--- config.mk ---
export PLATFORM = sky130hd
export DESIGN_NAME = pkt_tx
export DESIGN_NICKNAME = d
export VERILOG_FILES = /design/src/rtl/pkt_tx.sv
export SDC_FILE = /design/constraint.sdc
export NUM_CORES = 1
export LEC_CHECK = 0
export ABC_AREA = 0
export BUFFER_PORTS_ARGS = -buffer_cell sky130_fd_sc_hd__buf_2
export CORE_AREA = 2 2 55 57
export DETAILED_ROUTE_END_ITERATION = 16
export DIE_AREA = 0 0 57 59
export PLACE_DENSITY = 0.84
export SYNTH_ARGS = -nofsm -noshare
export SYNTH_HDL_FRONTEND = slang
export SYNTH_SLANG_ARGS = --single-unit
--- constraint.sdc ---
create_clock -name clk -period 2.7 [get_ports clk]
set_clock_uncertainty 0.05 [all_clocks]
set_input_delay 0.405 -clock clk [delete_from_list [all_inputs] [get_ports clk]]
set_output_delay 0.405 -clock clk [all_outputs]
set_load 0.01 [all_outputs]
--- src/rtl/pkt_tx.sv ---
// pkt_tx: SPI mode-0 packet transmitter, 1..NBYTES bytes per frame.
// Frames are MSB-first under an active-low load; load rising latches downstream.
module pkt_tx #(
  parameter int NBYTES = 2,
  parameter int DIV    = 4
) (
  input  logic                         clk,
  input  logic                         rst,
  input  logic                         pkt_vld,
  output logic                         pkt_rdy,
  input  logic [8*NBYTES-1:0]          pkt,
  input  logic [$clog2(NBYTES+1)-1:0]  nbytes,
  output logic                         sclk,
  output logic                         sdo,
  output logic                         load,
  output logic                         busy,
  output logic                         done
);

  localparam int PW = 8 * NBYTES;
  localparam int NW = $clog2(NBYTES + 1);
  localparam int BW = $clog2(8 * NBYTES + 1);
  localparam int DW = $clog2(DIV + 1);

  typedef enum logic [1:0] {
    IDLE,
    SHIFT,
    HOLD,
    GAP
  } state_t;

  state_t        state_q, state_d;
  logic [DW-1:0] div_cnt_q, div_cnt_d;
  logic [BW-1:0] bit_cnt_q, bit_cnt_d;
  logic [PW-1:0] shreg_q, shreg_d;
  logic          sclk_q, sclk_d;
  logic          sdo_q, sdo_d;
  logic          load_q, load_d;
  logic          done_q, done_d;

  logic [NW-1:0] len_w;
  logic [BW-1:0] len_bits;
  logic [BW-1:0] pad_bits;
  logic [PW-1:0] aligned;
  logic          half_end;
  logic          last_bit;

  // Decode the requested length; 0 or oversize means a full packet
  always_comb begin
    len_w = nbytes;
    if (nbytes == '0 || nbytes > NW'(NBYTES)) begin
      len_w = NW'(NBYTES);
    end
    len_bits = BW'({len_w, 3'b000});
    pad_bits = BW'(PW) - len_bits;
    aligned  = pkt << pad_bits;
  end

  assign half_end = (div_cnt_q == DW'(DIV - 1));
  assign last_bit = (bit_cnt_q == BW'(1));

  // State and datapath registers
  always_ff @(posedge clk) begin
    if (rst) begin
      state_q   <= IDLE;
      div_cnt_q <= '0;
      bit_cnt_q <= '0;
      shreg_q   <= '0;
      sclk_q    <= 1'b0;
      sdo_q     <= 1'b0;
      load_q    <= 1'b1;
      done_q    <= 1'b0;
    end else begin
      state_q   <= state_d;
      div_cnt_q <= div_cnt_d;
      bit_cnt_q <= bit_cnt_d;
      shreg_q   <= shreg_d;
      sclk_q    <= sclk_d;
      sdo_q     <= sdo_d;
      load_q    <= load_d;
      done_q    <= done_d;
    end
  end

  // Next-state logic
  always_comb begin
    state_d = state_q;
    unique case (state_q)
      IDLE:  if (pkt_vld) state_d = SHIFT;
      SHIFT: if (half_end && sclk_q && last_bit) state_d = HOLD;
      HOLD:  if (half_end) state_d = GAP;
      GAP:   if (half_end) state_d = IDLE;
      default: state_d = IDLE;
    endcase
  end

  // Output and datapath next values; the divider runs in every non-idle state
  always_comb begin
    div_cnt_d = half_end ? '0 : div_cnt_q + DW'(1);
    bit_cnt_d = bit_cnt_q;
    shreg_d   = shreg_q;
    sclk_d    = sclk_q;
    sdo_d     = sdo_q;
    load_d    = load_q;
    done_d    = 1'b0;
    unique case (state_q)
      IDLE: begin
        div_cnt_d = '0;
        if (pkt_vld) begin
          shreg_d   = aligned;
          bit_cnt_d = len_bits;
          sdo_d     = aligned[PW-1];
          sclk_d    = 1'b0;
          load_d    = 1'b0;
        end
      end
      SHIFT: begin
        if (half_end) begin
          if (!sclk_q) begin
            sclk_d = 1'b1;
          end else begin
            sclk_d    = 1'b0;
            bit_cnt_d = bit_cnt_q - BW'(1);
            shreg_d   = shreg_q << 1;
            sdo_d     = last_bit ? 1'b0 : shreg_q[PW-2];
          end
        end
      end
      HOLD: begin
        if (half_end) begin
          load_d = 1'b1;
          done_d = 1'b1;
        end
      end
      GAP: begin
        load_d = 1'b1;
      end
      default: begin
        div_cnt_d = '0;
      end
    endcase
  end

  assign sclk    = sclk_q;
  assign sdo     = sdo_q;
  assign load    = load_q;
  assign done    = done_q;
  assign busy    = (state_q != IDLE);
  assign pkt_rdy = (state_q == IDLE) && !rst;

endmodule
* After elaboration in Yosys (flattened, before gate mapping)
Index checks and enable logic that the tools add are counted.
** Storage, ports and cells
- Memories kept :: 0
- Bits in writable memories :: 0
- Register bits after elaboration :: 29
- Latch bits :: 0
- Logic and storage cells :: 67
- ROM bits :: 0
** Cells by class
- Divide/modulo/power cells :: 0
- Eq/ne operators :: 11
- Bitwise operators :: 1
- Multipliers :: 0
- Shifts and indexed selects :: 1
- Add/subtract/negate cells :: 3
- Reduce and logical (&&, ||, !) cells :: 16
- Mux-type cells :: 26
- Magnitude comparators :: 1
** Operator list (count)
- $mux W15 :: 3
- $pmux W15 S2 :: 1
- $shl A16 B5 Y16 :: 1
- $mux W5 :: 3
- $ne A2 B2 Y1 const B :: 6
- $mux W2 :: 5
- $pmux W5 S2 :: 1
- $mux W1 :: 9
- $pmux W2 S4 :: 1
- $reduce_and A4 Y1 :: 2
- $reduce_and A3 Y1 :: 2
- $eq A5 B1 Y1 const B :: 1
- $sub A5 B1 Y5 const B :: 1
- $sub A5 B5 Y5 const A :: 1
- $eq A2 B2 Y1 const B :: 2
- $logic_not A2 Y1 :: 2
- $pmux W1 S2 :: 2
- $reduce_bool A2 Y1 :: 2
- $add A3 B1 Y3 const B :: 1
- $eq A3 B2 Y1 const B :: 1
- $logic_and A1 B1 Y1 :: 3
- $pmux W1 S3 :: 1
- $reduce_bool A3 Y1 :: 1
- $reduce_or A3 Y1 :: 1
- 6 further kinds :: 6

* Longest topological paths before layout
Gate-level depths: netlist of the first run.
- Word-level depth :: 7
- Mapped depth :: 9
- Mapped depth without buffers :: 6

* Worst setup path before layout of the first run
OpenSTA, ideal clock, no wires.
- Path type :: reg2reg
- Start point :: register state_q[0]
- End point :: register state_q[0]
- Setup slack :: 934 ps
- Data arrival time :: 1584 ps
- Cell stages (with the launch flop) :: 8
- Data required time :: 2518 ps
- Library setup time :: 132 ps
- Cell sequence :: dfxtp_1 > inv_1 > ha_1 > buf_2 > nor2b_1 > or3_4 > a211oi_1 > a211oi_2
** On the way
- Word-level cells in the longest chain between the ends :: 3
- Elaborated cells between the ends (all ways) :: 10
** Ends and longest elaborated chain
- start: declaration :: line 32 : state_t state_q, state_d;
- start signal: assignment :: line 74 : state_q <= state_d;
- $eq A2 B1 Y1 (tied with other cells) :: line 88 : unique case (state_q)
- $ne A2 B2 Y1 (no line)
- $reduce_and A4 Y1 (no line)
Parallel ways exist; a longest one is shown, timed or not.
A chain may end at the register's enable or synchronous reset.

* Worst setup path after layout of the first run
- Start point :: register state_q[0]
- End point :: register bit_cnt_q[4]
** On the way
- Word-level cells in the longest chain between the ends :: 3
- Elaborated cells between the ends (all ways) :: 8
** Ends and longest elaborated chain
- $eq A2 B1 Y1 or $logic_not A2 Y1 (tied branches) :: line 106 : unique case (state_q)
- $ne A2 B2 Y1 (no line) or $reduce_bool A2 Y1 (tied branches)
- $reduce_and A4 Y1 (no line)
- end signal: assignment :: line 76 : bit_cnt_q <= bit_cnt_d;
- end: declaration :: line 34 : logic [BW-1:0] bit_cnt_q, bit_cnt_d;
Parallel ways exist; a longest one is shown, timed or not.

==> impl_metrics.env, run 1 <==
export IMPL_status="finished, final reports clean"
export IMPL_cts_tree="yes"
export IMPL_relSlewSlack_pct=55.74
export IMPL_drive_gt1_share_pct=25.25
export IMPL_r2r_end="bit_cnt_q[4]"
export IMPL_hp_class="in -> reg"
export IMPL_firstDrtPassIters=5
export IMPL_reg2reg_depth=6
export IMPL_fp_row_count=19
export IMPL_area_growth_pct=14.51
export IMPL_fin_setup_tns_ps=0
export IMPL_insertion_delay_ps=330
export IMPL_r2r_setup_slack_ps=550
export IMPL_clk_pin_slew_ps=90
export IMPL_routed_wl_um=3180
export IMPL_synth_warnings=0
export IMPL_post_route_util_pct=63.76
export IMPL_dp_cells=225
export IMPL_grt_ovfl_total=0
export IMPL_syn_num_nets=205
export IMPL_grt_pass1_vias=1325
export IMPL_hold_path_depth=2
export IMPL_p_seq_share_pct=35.6
export IMPL_cts_max_level=2
export IMPL_grt_max_degree=32
export IMPL_p_leak_nw=0.6941
export IMPL_io_pins=27
export IMPL_worstSetupEndpointType="flop"
export IMPL_place_congestion=0.8042
export IMPL_drv_cap=0
export IMPL_portBuffers=26
export IMPL_clockBufferDepth=2
export IMPL_fin_nets=230
export IMPL_fp_dieH_um=59
export IMPL_hold_ws_ps=268.9
export IMPL_cts_sinks=29
export IMPL_period_needed_ps=2151
export IMPL_wl_per_cell_um=13.65
export IMPL_synth_seq_cells=29
export IMPL_rsz0062_at_grt="false"
export IMPL_synthCells=176
export IMPL_final_max_slew_viol_count=0
export IMPL_finalNonFillerCells=233
export IMPL_cp_start_kind="flop"
export IMPL_cp_max_fo=20
export IMPL_yosys_cell_types_count=34
export IMPL_fin_crit_sh_pct=79.67
export IMPL_cts_setup_buffers=0
export IMPL_multiInputGateArea_um2=848.3
export IMPL_initialDrtViolationCount=33
export IMPL_syn_area_mm2=0.001509
export IMPL_pwr_share_comb_pct=48.2
export IMPL_hold_start="pkt_vld"
export IMPL_worst_pin_slew_ps=661.5
export IMPL_antenna_cells=0
export IMPL_core_mm2=0.002710
export IMPL_switching_share_pct=41.02
export IMPL_num_vias=1346
export IMPL_hold_viol_final=0
export IMPL_cts_made_buffers=5
export IMPL_vdd_drop_max_uv=758.9
export IMPL_syn_avg_cell_area_um2=8.574
export IMPL_fmax_mhz=464.9
export IMPL_arrival_ps=2370
export IMPL_setup_violations=0
export IMPL_cts_hold_buffers=0
export IMPL_whs_endpoint="bit_cnt_q[2]"
export IMPL_cts_repair_resized=0
export IMPL_p_per_area_mw_per_mm2=1091
export IMPL_drc=0
export IMPL_grtUsageTotal_pct=20.88
export IMPL_grt_pass1_wl_um=5478
export IMPL_p_switching_mw=0.7733
export IMPL_crit_start="state_q[0]"
export IMPL_ff_latch_area_um2=580.6
export IMPL_start_util_pct=55.68
export IMPL_dieArea_mm2=0.003363
export IMPL_via_per_inst=5.777
export IMPL_die_w_um=57
export IMPL_dp_hpwl_um=2247
export IMPL_antenna_found_initial=0
export IMPL_crit_required_ps=2920
export IMPL_r2r_start="state_q[0]"
export IMPL_clkPwrFrac_pct=16.2
export IMPL_ant_nets=0
export IMPL_p_int_mw=1.112
export IMPL_critPathKind="reg -> reg"
export IMPL_nFillCells=238
export IMPL_ys_seq_area_share_pct=38.47
export IMPL_clockRootBuffer="clkbuf_4"
## flip-flops by register name (all words and copies together), names as in the netlist
name,count
sclk,1
done,1
sdo,1
div_cnt_q,3
state_q,2
shreg_q,15
load,1
bit_cnt_q,5
## metrics by stage
step	setup slack (ps)	cell area, um^2	total power, mW
floorplan	933.8	1509	1.366
global placement	689.4	1658	1.533
detailed placement	609.5	1658	1.585
CTS	575.2	1728	1.896
global route	363.5	1728	2.053
finish	549.0	1728	1.885
## worst max-delay path, cell delays in order (launching register included)
cell	delay, ps
dfxtp_1	350
inv_1	120
ha_1	340
mux2i_1	380
a21o_1	510
o21ai_0	180
a21oi_1	150
## how the worst max path moves through the flow
stage	endpoint	slack [ps]	cells past startpoint
4_1_cts	bit_cnt_q[1]	580	6
5_1_grt	shreg_q[2]	360	6
6_report	bit_cnt_q[4]	550	6
2_1_floorplan	state_q[0]	930	7
3_3_place_gp	bit_cnt_q[4]	690	6
3_5_place_dp	bit_cnt_q[4]	610	6
## cells by family (layout without fill, tap and decap cells)
kind of cell,count (synthesis),after routing,share of synthesized area (%)
flops,29,29,38.47
mux,9,9,6.634
fa+ha+maj,8,8,6.634
simple gates,63,63,22.47
compound gates,46,46,19.90
xor+xnor,1,1,0.5805
buf+inv,20,46,5.307
## power groups by stage
stage	logic, mW	registers [mW]	clock network (mW)
floorplan	0.702	0.664	0
global placement	0.863	0.670	0
detailed placement	0.906	0.679	0
CTS	0.909	0.670	0.317
global route	1.02	0.692	0.343
finish	0.909	0.672	0.305
## Yosys cell counts (all sizes together)
| library cell | n | area, um^2 |
|---|---|---|
| dfxtp | 29 | 580.6 |
| a21oi | 17 | 85.08 |
| nand2 | 13 | 48.80 |
| nor2 | 13 | 48.80 |
| nand2b | 9 | 56.30 |
| clkbuf | 8 | 30.03 |
| ha | 8 | 100.1 |
| inv | 8 | 30.03 |
| mux2 | 8 | 90.09 |
| nor3 | 8 | 40.04 |
| o211ai | 8 | 60.06 |
| a221oi | 7 | 61.31 |
| o21ai | 7 | 35.03 |
| a211oi | 4 | 35.03 |
| buf | 4 | 20.02 |
| and2 | 3 | 21.27 |
| nor2b | 3 | 18.77 |
| nor4 | 3 | 18.77 |
| or3 | 3 | 25.03 |
| nand3 | 2 | 10.01 |
| nor4b | 2 | 17.52 |
| a21o | 1 | 7.510 |
| a311oi | 1 | 8.760 |
| and3 | 1 | 7.510 |
| mux2i | 1 | 10.01 |
| nand4b | 1 | 8.760 |
| nor3b | 1 | 7.510 |
| o21bai | 1 | 7.510 |
| or4b | 1 | 10.01 |
| xnor2 | 1 | 8.760 |
## cell type report
cell class / instances / share of cell area (%)
inverters: 8 / 1.738
flip-flops and latches: 29 / 33.60
well taps: 31 / 2.245
clock buffers: 7 / 3.765
clock inverters: 1 / 0.2896
repair buffers: 30 / 9.269
multi-input cells: 127 / 49.09
## routing by layer
metal,wire length [um],track usage [%]
met5,0,0
met2,1578,37.11
met4,56,9.635
met1,1390,22.75
met3,154,6.550
## cells in the final DEF, fill, tap and decap left out, types with 2 or more instances in the layout
cell | Yosys | final
dfxtp_1 | 29 | 29
buf_2 | 4 | 26
a21oi_1 | 17 | 17
nor2_1 | 13 | 13
nand2_1 | 13 | 13
nand2b_1 | 9 | 9
inv_1 | 8 | 8
mux2_2 | 8 | 8
o211ai_1 | 8 | 8
nor3_1 | 8 | 8
ha_1 | 8 | 8
a221oi_1 | 7 | 7
o21ai_0 | 7 | 7
clkbuf_4 | 0 | 5
buf_4 | 0 | 4
nor2b_1 | 3 | 3
nor4_1 | 3 | 3
a211oi_1 | 3 | 3
nor4b_1 | 2 | 2
nand3_1 | 2 | 2
and2_1 | 2 | 2
clkbuf_8 | 0 | 2
Power figures use the tool's default switching activity.
==> run 2: changes to the inputs <==
- ABC_AREA: 0 -> 1
- CORE_AREA: 2 2 55 57 -> 2 2 61 63
- DIE_AREA: 0 0 57 59 -> 0 0 63 65
- PLACE_DENSITY: 0.84 -> 0.78
- clock period: 2.7 -> 1.9 ns (I/O delays scaled with it)
==> impl_metrics.env, run 2 <==
export IMPL_status="finished, final reports clean"
export IMPL_io_pins=27
export IMPL_die_w_um=63
export IMPL_clk_pin_slew_ps=90
export IMPL_fin_nets=297
export IMPL_wl_per_cell_um=11.05
export IMPL_place_congestion=0.7798
export IMPL_p_leak_nw=0.8946
export IMPL_drc=0
export IMPL_hold_start="rst"
export IMPL_r2r_setup_slack_ps=200
export IMPL_core_mm2=0.003496
export IMPL_cp_start_kind="flop"
export IMPL_cp_max_fo=12
export IMPL_hold_ws_ps=177.0
export IMPL_synth_area_leader_cell="dfxtp_1"
export IMPL_insertion_delay_ps=320
export IMPL_clockBufferDepth=2
export IMPL_grt_pass1_wl_um=6375
export IMPL_ant_nets=0
export IMPL_fp_row_count=22
export IMPL_whs_endpoint="bit_cnt_q[1]"
export IMPL_final_max_slew_viol_count=0
export IMPL_top_regs="shreg_q: 15 flops, bit_cnt_q: 5 flops, div_cnt_q: 3 flops"
export IMPL_cts_max_level=2
export IMPL_worst_pin_slew_ps=272.3
export IMPL_dieArea_mm2=0.004095
export IMPL_ff_latch_area_um2=580.6
export IMPL_fin_crit_sh_pct=89.51
export IMPL_hp_class="in -> reg"
export IMPL_crit_slowest_cell="dfxtp_1"
export IMPL_grt_pass1_vias=1468
export IMPL_async_flop_share_pct=0
export IMPL_drive_gt1_share_pct=21.64
export IMPL_slowest_delay_ps=400
export IMPL_start_util_pct=46.64
export IMPL_yosys_top_cells_area="dfxtp_1, nand2_1, nor2_1"
export IMPL_cts_sinks=29
export IMPL_clockRootBuffer="clkbuf_4"
export IMPL_synth_seq_cells=29
export IMPL_fin_setup_tns_ps=0
export IMPL_ys_seq_area_share_pct=35.61
export IMPL_setup_violations=0
export IMPL_grt_ovfl_total=0
export IMPL_nFillCells=379
export IMPL_via_per_inst=4.892
export IMPL_synth_edf_count=0
export IMPL_rsz0062_at_grt="false"
export IMPL_regMostFlops="shreg_q"
export IMPL_synth_warnings=0
export IMPL_multiInputGateArea_um2=897.1
export IMPL_portBuffers=26
export IMPL_p_per_area_mw_per_mm2=1499
export IMPL_final_area_mm2=0.001852
export IMPL_initialDrtViolationCount=47
export IMPL_cts_repair_resized=0
export IMPL_syn_area_mm2=0.001630
export IMPL_cts_tree="yes"
export IMPL_crit_chain="inv_1 > ha_1 > nand2_1 > nand2_2 > nor2_8 > buf_4 > o21ai_0 > nor2_1"
export IMPL_firstDrtPassIters=4
export IMPL_place_area_mm2=0.001797
export IMPL_dp_hpwl_um=2522
export IMPL_hold_path_depth=2
export IMPL_final_common_cell="nand2_1"
export IMPL_syn_avg_cell_area_um2=6.821
export IMPL_vdd_drop_max_uv=683.8
export IMPL_routed_wl_um=3492
export IMPL_synth_common_cells="nand2_1, nor2_1, nand3_1"
export IMPL_syn_num_nets=268
export IMPL_antenna_found_initial=0
export IMPL_r2r_start="state_q[0]"
export IMPL_num_vias=1546
export IMPL_cts_hold_buffers=0
export IMPL_fp_dieH_um=65
export IMPL_r2r_end="shreg_q[9]"
export IMPL_yosys_cell_types_count=22
export IMPL_cts_made_buffers=5
export IMPL_largest_reg_flops=15
export IMPL_mostFrequentLayoutCells="nand2_1, nor2_1, nand3_1"
export IMPL_ys_flop_type="dfxtp_1"
export IMPL_grt_max_degree=22
export IMPL_antenna_cells=0
export IMPL_fmax_mhz=588.0
export IMPL_drv_cap=0
export IMPL_arrival_ps=1920
export IMPL_hold_viol_final=0
export IMPL_synth_top_area_share_pct=35.61
export IMPL_relSlewSlack_pct=81.78
export IMPL_period_needed_ps=1701
export IMPL_worstSetupEndpointType="flop"
export IMPL_yosysMostFrequentCell="nand2_1"
export IMPL_synthCells=239
export IMPL_critPathKind="reg -> reg"
export IMPL_grtUsageTotal_pct=19.46
export IMPL_cts_setup_buffers=0
export IMPL_reg2reg_depth=8
export IMPL_crit_required_ps=2110
export IMPL_area_growth_pct=13.58
run 2: cell count changes after synthesis, moves of 7 or more:
cell	previous run	this run
a21oi_1	17	8
a221oi_1	7	0
inv_1	8	16
mux2_2	8	0
nand2_1	13	48
nand2b_1	9	0
nand3_1	2	31
nor2_1	13	44
nor2_2	0	10
nor3_1	8	1
o211ai_1	8	1
o21ai_1	0	10
run 2: cells by family (layout without fill, tap and decap cells):
group,Yosys count,after routing,synth area share (%)
buffers and inverters,30,59,9.363
flip-flops,29,29,35.61
adder cells (fa/ha/maj),8,8,6.140
XOR/XNOR,1,1,0.5373
AO/OA/AOI/OAI,31,31,9.747
AND/OR/NAND/NOR,140,140,38.60
run 2: worst max-delay path by stage:
stage	end	from	slack [ps]	cells after the start
after global placement	shreg_q[11]	state_q[1]	230	9
after floorplan	sdo	state_q[0]	370	9
final	shreg_q[9]	state_q[0]	200	8
after detailed placement	shreg_q[9]	state_q[0]	220	8
after global routing	shreg_q[9]	state_q[0]	30	8
after CTS	shreg_q[9]	state_q[0]	200	8
run 2: final cells by class:
class                      instances  area share [%]
multi-input combinational        180           48.45
inverter                          19           4.122
timing repair buffer              33           9.865
clock buffer                       7           2.973
tap                               48           3.243
sequential                        29           31.35
run 2: worst max-delay path: cells and delay by family (launching register included):
family,cells,cell delay (ps)
and+or+nand+nor,4,570
DFF,1,400
buffers and inverters,2,300
adders and majority gates,1,240
AOI/OAI and AO/OA,1,90
run 2: report_power, final:
| part | internal, mW | switching (mW) |
|---|---|---|
| Sequential | 0.798 | 0.121 |
| Clock | 0.174 | 0.206 |
| Combinational | 0.542 | 0.935 |
run 2: per-layer routing:
layer  vias to the layer above  global-route usage, %  routed length, um  part of all wire [%]
met5                         -                      0                  0                     0
met4                         0                  5.833                 48                   1.4
met3                         6                  5.035                153                   4.4
met2                        27                  34.97               1679                    48
met1                       694                  22.62               1610                    46
li1                        819                      -                  -                     -
run 2: per-stage QoR:
stage	instances	utilization (%)	power, mW	worst slack (ps)
2_1_floorplan	239	-	2.146	368.5
3_3_place_gp	309	51.40	2.360	228.7
3_5_place_dp	309	51.40	2.395	215.2
4_1_cts	316	52.97	2.785	204.3
5_1_grt	316	52.97	3.050	34.19
6_report	316	52.97	2.775	199.3
==> run 3: changes to the inputs <==
- BUFFER_PORTS_ARGS: -buffer_cell sky130_fd_sc_hd__buf_2 -> -buffer_cell sky130_fd_sc_hd__clkbuf_2
==> impl_metrics.env, run 3 (synthesized netlist as in run 2, its figures left out) <==
export IMPL_drc=0
export IMPL_status="finished, final reports clean"
export IMPL_hold_start="rst"
export IMPL_final_max_slew_viol_count=0
export IMPL_fin_nets=296
export IMPL_hold_ws_ps=185.4
export IMPL_mostFrequentLayoutCells="nand2_1, nor2_1, nand3_1"
export IMPL_final_area_mm2=0.001838
export IMPL_relSlewSlack_pct=71.03
export IMPL_vdd_drop_max_uv=730.8
export IMPL_fp_row_count=22
export IMPL_p_per_area_mw_per_mm2=1478
export IMPL_worst_pin_slew_ps=434.1
export IMPL_clk_pin_slew_ps=90
export IMPL_arrival_ps=1850
export IMPL_met1_usage_pct=21.16
export IMPL_cts_tree="yes"
export IMPL_drive_gt1_share_pct=20.90
export IMPL_portBuffers=26
export IMPL_busiest_layer="met2"
export IMPL_ant_nets=0
export IMPL_crit_start="state_q[1]"
export IMPL_fmax_mhz=597.5
export IMPL_worst_path_most_repeated_cell="nor2_1"
export IMPL_crit_chain="inv_1 > ha_1 > buf_4 > nor2_1 > buf_4 > nand2_1 > nand3_1 > nor2_1 > nor2_1"
export IMPL_io_pins=27
export IMPL_wl_per_cell_um=10.35
export IMPL_die_w_um=63
export IMPL_fin_crit_sh_pct=88.09
export IMPL_firstDrtPassIters=4
export IMPL_period_needed_ps=1674
export IMPL_fin_setup_tns_ps=0
export IMPL_fp_dieH_um=65
export IMPL_cts_repair_resized=0
export IMPL_cp_max_fo=22
export IMPL_insertion_delay_ps=330
export IMPL_hp_class="in -> reg"
export IMPL_rsz0062_at_grt="false"
export IMPL_post_place_ws_ps=222.0
export IMPL_drv_cap=0
export IMPL_setup_violations=0
export IMPL_regMostFlops="shreg_q"
export IMPL_grt_max_degree=23
export IMPL_p_leak_nw=0.8881
export IMPL_initialDrtViolationCount=20
export IMPL_start_util_pct=46.64
export IMPL_hold_viol_final=0
export IMPL_use_met2_pct=29.65
export IMPL_clockRootBuffer="clkbuf_4"
export IMPL_routed_wl_um=3271
export IMPL_largest_reg_flops=15
export IMPL_slowest_delay_ps=350
export IMPL_area_growth_pct=12.74
export IMPL_fin_ws_ps=226.3
export IMPL_globalRouteMet3Util_pct=5.208
export IMPL_antenna_found_initial=0
export IMPL_top_regs="shreg_q: 15 flops, bit_cnt_q: 5 flops, div_cnt_q: 3 flops"
export IMPL_cts_max_level=2
export IMPL_num_vias=1545
export IMPL_worstSetupEndpointType="flop"
export IMPL_clockBufferDepth=2
export IMPL_cts_sinks=29
export IMPL_place_congestion=0.8202
export IMPL_via_per_inst=4.889
export IMPL_crit_slowest_cell="dfxtp_1"
export IMPL_grt_ovfl_total=0
export IMPL_grt_pass1_vias=1381
export IMPL_post_route_util_pct=52.58
export IMPL_core_mm2=0.003496
export IMPL_grt_pass1_wl_um=5809
export IMPL_dieArea_mm2=0.004095
export IMPL_place_area_mm2=0.001789
export IMPL_dp_hpwl_um=2445
export IMPL_cts_setup_buffers=0
export IMPL_cp_start_kind="flop"
export IMPL_critPathKind="reg -> reg"
export IMPL_grtUsageTotal_pct=17.84
export IMPL_r2r_start="state_q[1]"
export IMPL_antenna_cells=0
export IMPL_crit_required_ps=2080
export IMPL_cts_made_buffers=5
export IMPL_final_common_cell="nand2_1"
export IMPL_cts_hold_buffers=0
## run 3: changes by cell type in the layout (fill, tap and decap cells not counted)
| cell | change |
|---|---|
| buf_2 | -26 |
| clkbuf_8 | -1 |
| clkbuf_2 | +26 |
| clkbuf_1 | +2 |
| buf_4 | -1 |
## run 3: through the flow
stage / cells / total power, mW
finish: 316 / 2.717
global route: 316 / 2.998
CTS: 316 / 2.736
detailed placement: 308 / 2.378
global placement: 308 / 2.350
floorplan: 239 / 2.146
## run 3: layout make-up
cell class              count  area [um^2]
fillers                   353         1658
inverters                  19        76.32
multi-input cells         180        897.1
flip-flops and latches     29        580.6
clock buffers               8        48.80
well taps                  48        60.06
repair buffers             32        175.2
## run 3: where the power goes
part	switching, mW	total [mW]	internal, mW
combinational	0.909	1.45	0.539
sequential	0.116	0.913	0.798
clock	0.208	0.356	0.147
## run 3: final timing paths
kind,cells past startpoint,slack [ps],to
setup / recovery,9,230,shreg_q[13]
setup reg to reg,9,230,shreg_q[13]
hold / removal,2,190,bit_cnt_q[1]
hold reg to reg,1,380,div_cnt_q[0]
## run 3: worst max-delay path: cells and delay by family, from the launching register on
family	cells	cell delay, ps
DFF	1	350
and+or+nand+nor	5	350
buffers and inverters	3	540
adders and majority gates	1	270
## run 3: routing by layer
metal | part of all wire, % | vias to the layer above
li1 | - | 818
met1 | 47 | 691
met2 | 47 | 29
met3 | 4.6 | 7
met4 | 2.0 | 0
met5 | 0 | -
